<file path="config.mk">
export PLATFORM = sky130hd
export DESIGN_NAME = serial_to_parallel_deser
export DESIGN_NICKNAME = d
export VERILOG_FILES = /design/src/rtl/serial_to_parallel_deser.sv
export SDC_FILE = /design/constraint.sdc
export NUM_CORES = 1
export LEC_CHECK = 0
export BUFFER_PORTS_ARGS = -buffer_cell sky130_fd_sc_hd__clkbuf_2
export CELL_PAD_IN_SITES_DETAIL_PLACEMENT = 1
export CELL_PAD_IN_SITES_GLOBAL_PLACEMENT = 1
export CORE_ASPECT_RATIO = 0.7
export CORE_MARGIN = 2
export CORE_UTILIZATION = 25
export DETAILED_ROUTE_END_ITERATION = 6
export GPL_ROUTABILITY_DRIVEN = 0
export GPL_TIMING_DRIVEN = 0
export HOLD_SLACK_MARGIN = 0.02
export PLACE_DENSITY_LB_ADDON = 0.3
export SETUP_SLACK_MARGIN = 0.15
export SLEW_MARGIN = 5
export SYNTH_ARGS = -nofsm -noshare
export SYNTH_HDL_FRONTEND = slang
export SYNTH_SLANG_ARGS = --single-unit
export TNS_END_PERCENT = 1
</file>
<file path="constraint.sdc">
create_clock -name clk_i -period 1.4 [get_ports clk_i]
set_input_delay 0.07 -clock clk_i [delete_from_list [all_inputs] [get_ports clk_i]]
set_output_delay 0.07 -clock clk_i [all_outputs]
set_load 0.03 [all_outputs]
</file>
<file path="src/rtl/serial_to_parallel_deser.sv">
// serial_to_parallel_deser
// Collects a valid-qualified serial bit stream into WIDTH-bit words for the
// downstream priority encoder. A completed word appears one cycle after its
// last bit together with a one-cycle valid pulse. A partial word that sits
// idle for TIMEOUT cycles is dropped and flagged with a one-cycle pulse.
//
// Ports:
//   clk_i            - clock, all logic on rising edge
//   srst_i           - synchronous reset, active-low
//   data_i           - serial data bit
//   data_val_i       - data_i valid this cycle (always accepted)
//   deser_data_o     - last completed word
//   deser_data_val_o - one-cycle pulse, deser_data_o updated
//   timeout_err_o    - one-cycle pulse, partial word discarded
//   busy_o           - partial word in progress
//
// state   | meaning
// IDLE    | bit count is 0, no partial word held
// COLLECT | 1..WIDTH-1 bits of the current word received
module serial_to_parallel_deser #(
  parameter int WIDTH     = 16,
  parameter bit MSB_FIRST = 1'b1,
  parameter int TIMEOUT   = 8
) (
  input  logic             clk_i,
  input  logic             srst_i,
  input  logic             data_i,
  input  logic             data_val_i,
  output logic [WIDTH-1:0] deser_data_o,
  output logic             deser_data_val_o,
  output logic             timeout_err_o,
  output logic             busy_o
);

  localparam int CW = $clog2(WIDTH);
  // Idle counter only needs to reach TIMEOUT-1; the next idle cycle fires.
  localparam int IW = (TIMEOUT > 1) ? $clog2(TIMEOUT) : 1;
  localparam logic [CW-1:0] LAST_BIT  = CW'(WIDTH - 1);
  localparam logic [IW-1:0] IDLE_LAST = (TIMEOUT > 0) ? IW'(TIMEOUT - 1) : '0;

  typedef enum logic {IDLE, COLLECT} state_t;

  state_t           state_q, state_d;
  logic [CW-1:0]    bit_cnt_q, bit_cnt_d;
  logic [IW-1:0]    idle_cnt_q, idle_cnt_d;
  logic [WIDTH-1:0] shift_q, shift_d;
  logic [WIDTH-1:0] shift_base, shift_ins;
  logic             done_q, done_d;
  logic             err_d;

  always_ff @(posedge clk_i) begin
    if (!srst_i) begin
      state_q          <= IDLE;
      bit_cnt_q        <= '0;
      idle_cnt_q       <= '0;
      shift_q          <= '0;
      done_q           <= 1'b0;
      deser_data_o     <= '0;
      deser_data_val_o <= 1'b0;
      timeout_err_o    <= 1'b0;
      busy_o           <= 1'b0;
    end else begin
      state_q          <= state_d;
      bit_cnt_q        <= bit_cnt_d;
      idle_cnt_q       <= idle_cnt_d;
      shift_q          <= shift_d;
      done_q           <= done_d;
      // shift_q holds the finished word for exactly the cycle done_q is set.
      if (done_q) deser_data_o <= shift_q;
      deser_data_val_o <= done_q;
      timeout_err_o    <= err_d;
      busy_o           <= (bit_cnt_d != '0);
    end
  end

  always_comb begin
    // A finished word is still parked in shift_q for one cycle; a new word
    // starting right behind it must begin from a clean register.
    shift_base = done_q ? '0 : shift_q;
    shift_ins  = shift_base;
    if (MSB_FIRST) shift_ins = {shift_base[WIDTH-2:0], data_i};
    else           shift_ins[bit_cnt_q] = data_i;

    state_d    = state_q;
    bit_cnt_d  = bit_cnt_q;
    idle_cnt_d = idle_cnt_q;
    shift_d    = shift_base;
    done_d     = 1'b0;
    err_d      = 1'b0;

    case (state_q)
      IDLE: begin
        idle_cnt_d = '0;
        if (data_val_i) begin
          shift_d   = shift_ins;
          bit_cnt_d = CW'(1);
          state_d   = COLLECT;
        end
      end
      COLLECT: begin
        if (data_val_i) begin
          shift_d    = shift_ins;
          idle_cnt_d = '0;
          if (bit_cnt_q == LAST_BIT) begin
            bit_cnt_d = '0;
            done_d    = 1'b1;
            state_d   = IDLE;
          end else begin
            bit_cnt_d = bit_cnt_q + CW'(1);
          end
        end else if (TIMEOUT > 0) begin
          if (idle_cnt_q == IDLE_LAST) begin
            bit_cnt_d  = '0;
            idle_cnt_d = '0;
            shift_d    = '0;
            err_d      = 1'b1;
            state_d    = IDLE;
          end else begin
            idle_cnt_d = idle_cnt_q + IW'(1);
          end
        end
      end
      default: begin
        state_d   = IDLE;
        bit_cnt_d = '0;
      end
    endcase
  end

endmodule

</file>
==> results.md <==
* Status: finished, violations left
* Failing checks: negative setup slack
* Critical path class: reg2reg
* Final WL at 3500 um
* DR WL met3 at 133 um
* Highest clock rate at 0.704 GHz
* Leakage Power at 0.759 nW
* Vias in the first global route at 1179
* Async set-or-reset flop fraction in the synthesized netlist at 0
* Most common cell in the netlist: dfxtp_1
* Setup_tns at -28.1 ps
* Logic pwr share at 0.058
* Final Power at 2.15 mW
* Top delay family on crit path: compound AO/OA/AOI/OAI gates
* CP cell instances: ha_4 -> ha_4 -> a21o_1 -> o21ai_2 -> a211oi_2 -> a31oi_1
* Multi-input logic area at 796 um2
* Max Cap Viol at 0
* Mapped Area at 1610 um2
* Flops & latches, synth at 44
* Wire length on met2 at 1500 um
* Worst rel slew slack at 0.668
* Layout Nets at 195
* Max Slew Vio Count at 0
* Clock Path Buffers at 2
* CP Data Required Time at 1560 ps
* Data arrival, critical path at 1590 ps
* Antenna Cells at 0
* Synth top area share at 0.546
* Cell mode on critical path: ha_4
* DR top layer: met4
* Fin worst setup slack at -20.0 ps
* Worst-margin pin slew at 498 ps
* Ys Warns at 0
* Crit path largest cell delay at 360 ps
* First-pass iteration count of the detailed router at 4
* Htree depth at 2
* Ratio of cells with drive above 1 in the final layout at 0.367
* Post-DP Area at 1840 um2
* Ports at 23
* Crit start category: flip-flop
* Post-synth EDFFs at 0
* Clk Tree Root Cell: clkbuf_8
* Gr ovfl total at 0
* Commonest cells post-synth: dfxtp_1, nor2_1, a22oi_1, mux2i_1
* Share of the yosys chip area belonging to registers at 0.546
* Post-layout instance area at 2060 um2
* Antenna violations before repair at 0
* Critical path's slowest cell: dfxtp_2
* Total Routing Usage GR at 0.106
* Via-to-Cell Ratio at 4.56
* Top FF cell, synth: dfxtp_1
* Mapped Cells at 156
* Final-report hold violation count at 0
* Core area at 6250 um2
* Port Buffer Count at 22
* Reg area at 885 um2
* Top post-synthesis cells by area: dfxtp_1, mux2i_1, nor2_1
* Starting Density at 0.258
* Crit end category: flip-flop
* Area growth from synthesis to final layout at 27.5%
* Largest net degree at the start of global routing at 13
* Final hold slack at 67.2 ps
* First-pass GRT wire length at 5770 um
* HPWL after DPL at 2360 um
* Routed WL per cell at 13.1 um
* Total power per unit cell area at 1040 nW/um2
* Leading area contributor after synthesis: dfxtp_1
* Vias post-DR at 1213
* Worst slack, placed at -109 ps
* Clock Power Share at 0.348
* RSZ-0062 raised after global routing: true
* CTS tree: yes
* Reg clk slew, reported paths at 80 ps
* Final clock period utilization by the worst path at 1.01
* Met1 Wirelength at 1830 um
* Crit path time final at 1420 ps
* Worst Skew at 5.50 ps
* Cell internal pwr at 1.65 mW
* Die height at 71.2 um
* Rows at 24
* Die W at 100 um
* Worst-Skew Late Latency at 290 ps
* # DRC at 0
* Sw Share at 0.232
* Fillers at 730
* Hold_buf cts at 0
* Sw power at 0.498 mW
* Peak supply drop at 0.356 mV
* Final setup violation count at 3
* Die area at 7120 um2
* TritonCTS buffer count at 5
* Detail Route Antenna Nets at 0
* Syn nets at 163
* Min-delay worst type: in2reg
* Crit path max fanout at 4
* Register share of total power at 0.595
* Drt initial violations at 54
* CP bufs+invs at 0
* Syn Area/Cell at 10.3 um2
* CTS Sinks at 44
* Cell variety after synth at 30
-- per-layer routing --
metal  vias up  GRT usage
li1        605          -
met1       582      0.150
met2        21      0.148
met3         5     0.0366
met4         0     0.0411
met5         -          0
-- worst register-to-register path, cell delays in order (launching register included) --
cell	delay, ps
dfxtp_2	360
ha_4	140
ha_4	150
a21o_1	200
o21ai_2	100
a211oi_2	240
a31oi_1	120
-- path summary, 6_finish.rpt --
check / startpoint / to / slack [ps] / depth (start not counted)
min: data_i / shift_q[0] / 70 / 3
min reg2reg: idle_cnt_q[0] / idle_cnt_q[0] / 450 / 1
max: idle_cnt_q[0] / busy_o / -20 / 6
max reg2reg: idle_cnt_q[0] / busy_o / -20 / 6
-- timing repair --
action                                  CTS  global route
resized for setup                        27             0
endpoints found under the setup margin   21            29
buffers inserted                          3             0
pin swaps                                22             3
-- cell type report --
type                       instances  area share
buffer                             8      0.0292
clock buffer                       6      0.0353
clock inverter                     1     0.00243
inverter                           1     0.00183
multi-input combinational        103       0.387
sequential                        44       0.430
tap                               78      0.0475
timing repair buffer              25      0.0663
-- sequential cells by signal, indices dropped and copies added, names as in the netlist --
name,count
deser_data_o,16
shift_q,16
bit_cnt_q,4
idle_cnt_q,3
busy_o,1
deser_data_val_o,1
done_q,1
state_q,1
timeout_err_o,1
-- power groups by stage --
| stage | clock network (mW) | registers [mW] | logic, mW |
|---|---|---|---|
| after floorplan | 0 | 1.31 | 0.0686 |
| after global placement | 0 | 1.30 | 0.104 |
| after detailed placement | 0 | 1.30 | 0.105 |
| after CTS | 0.784 | 1.28 | 0.125 |
| after global routing | 0.833 | 1.28 | 0.138 |
| final | 0.746 | 1.28 | 0.124 |
-- metrics by stage --
stage	utilization	std cells
after floorplan	-	156
after global placement	0.294	256
after detailed placement	0.294	256
after CTS	0.329	266
after global routing	0.329	266
final	0.329	266
-- cell usage in the layout (no fill, tap or decap), types with 2 or more instances in the layout --
cell type,Yosys,final
a21oi_1,4,2
a21oi_2,0,2
a22oi_2,0,16
and2_1,4,4
buf_4,3,5
buf_6,2,2
clkbuf_1,3,4
clkbuf_2,0,22
clkbuf_8,0,5
dfxtp_1,44,41
dfxtp_2,0,3
ha_4,0,2
mux2i_1,16,16
nand2_1,3,3
nor2_1,35,35
o21ai_0,3,3
-- logic make-up after synthesis --
| logic type | share of synthesized area |
|---|---|
| multiplexers | 0.0993 |
| AO/OA/AOI/OAI | 0.131 |
| adder cells (fa/ha/maj) | 0.0233 |
| flip-flops | 0.546 |
| buffers and inverters | 0.0372 |
| AND/OR/NAND/NOR | 0.163 |
Note: power is estimated with default switching activity, not from simulation.
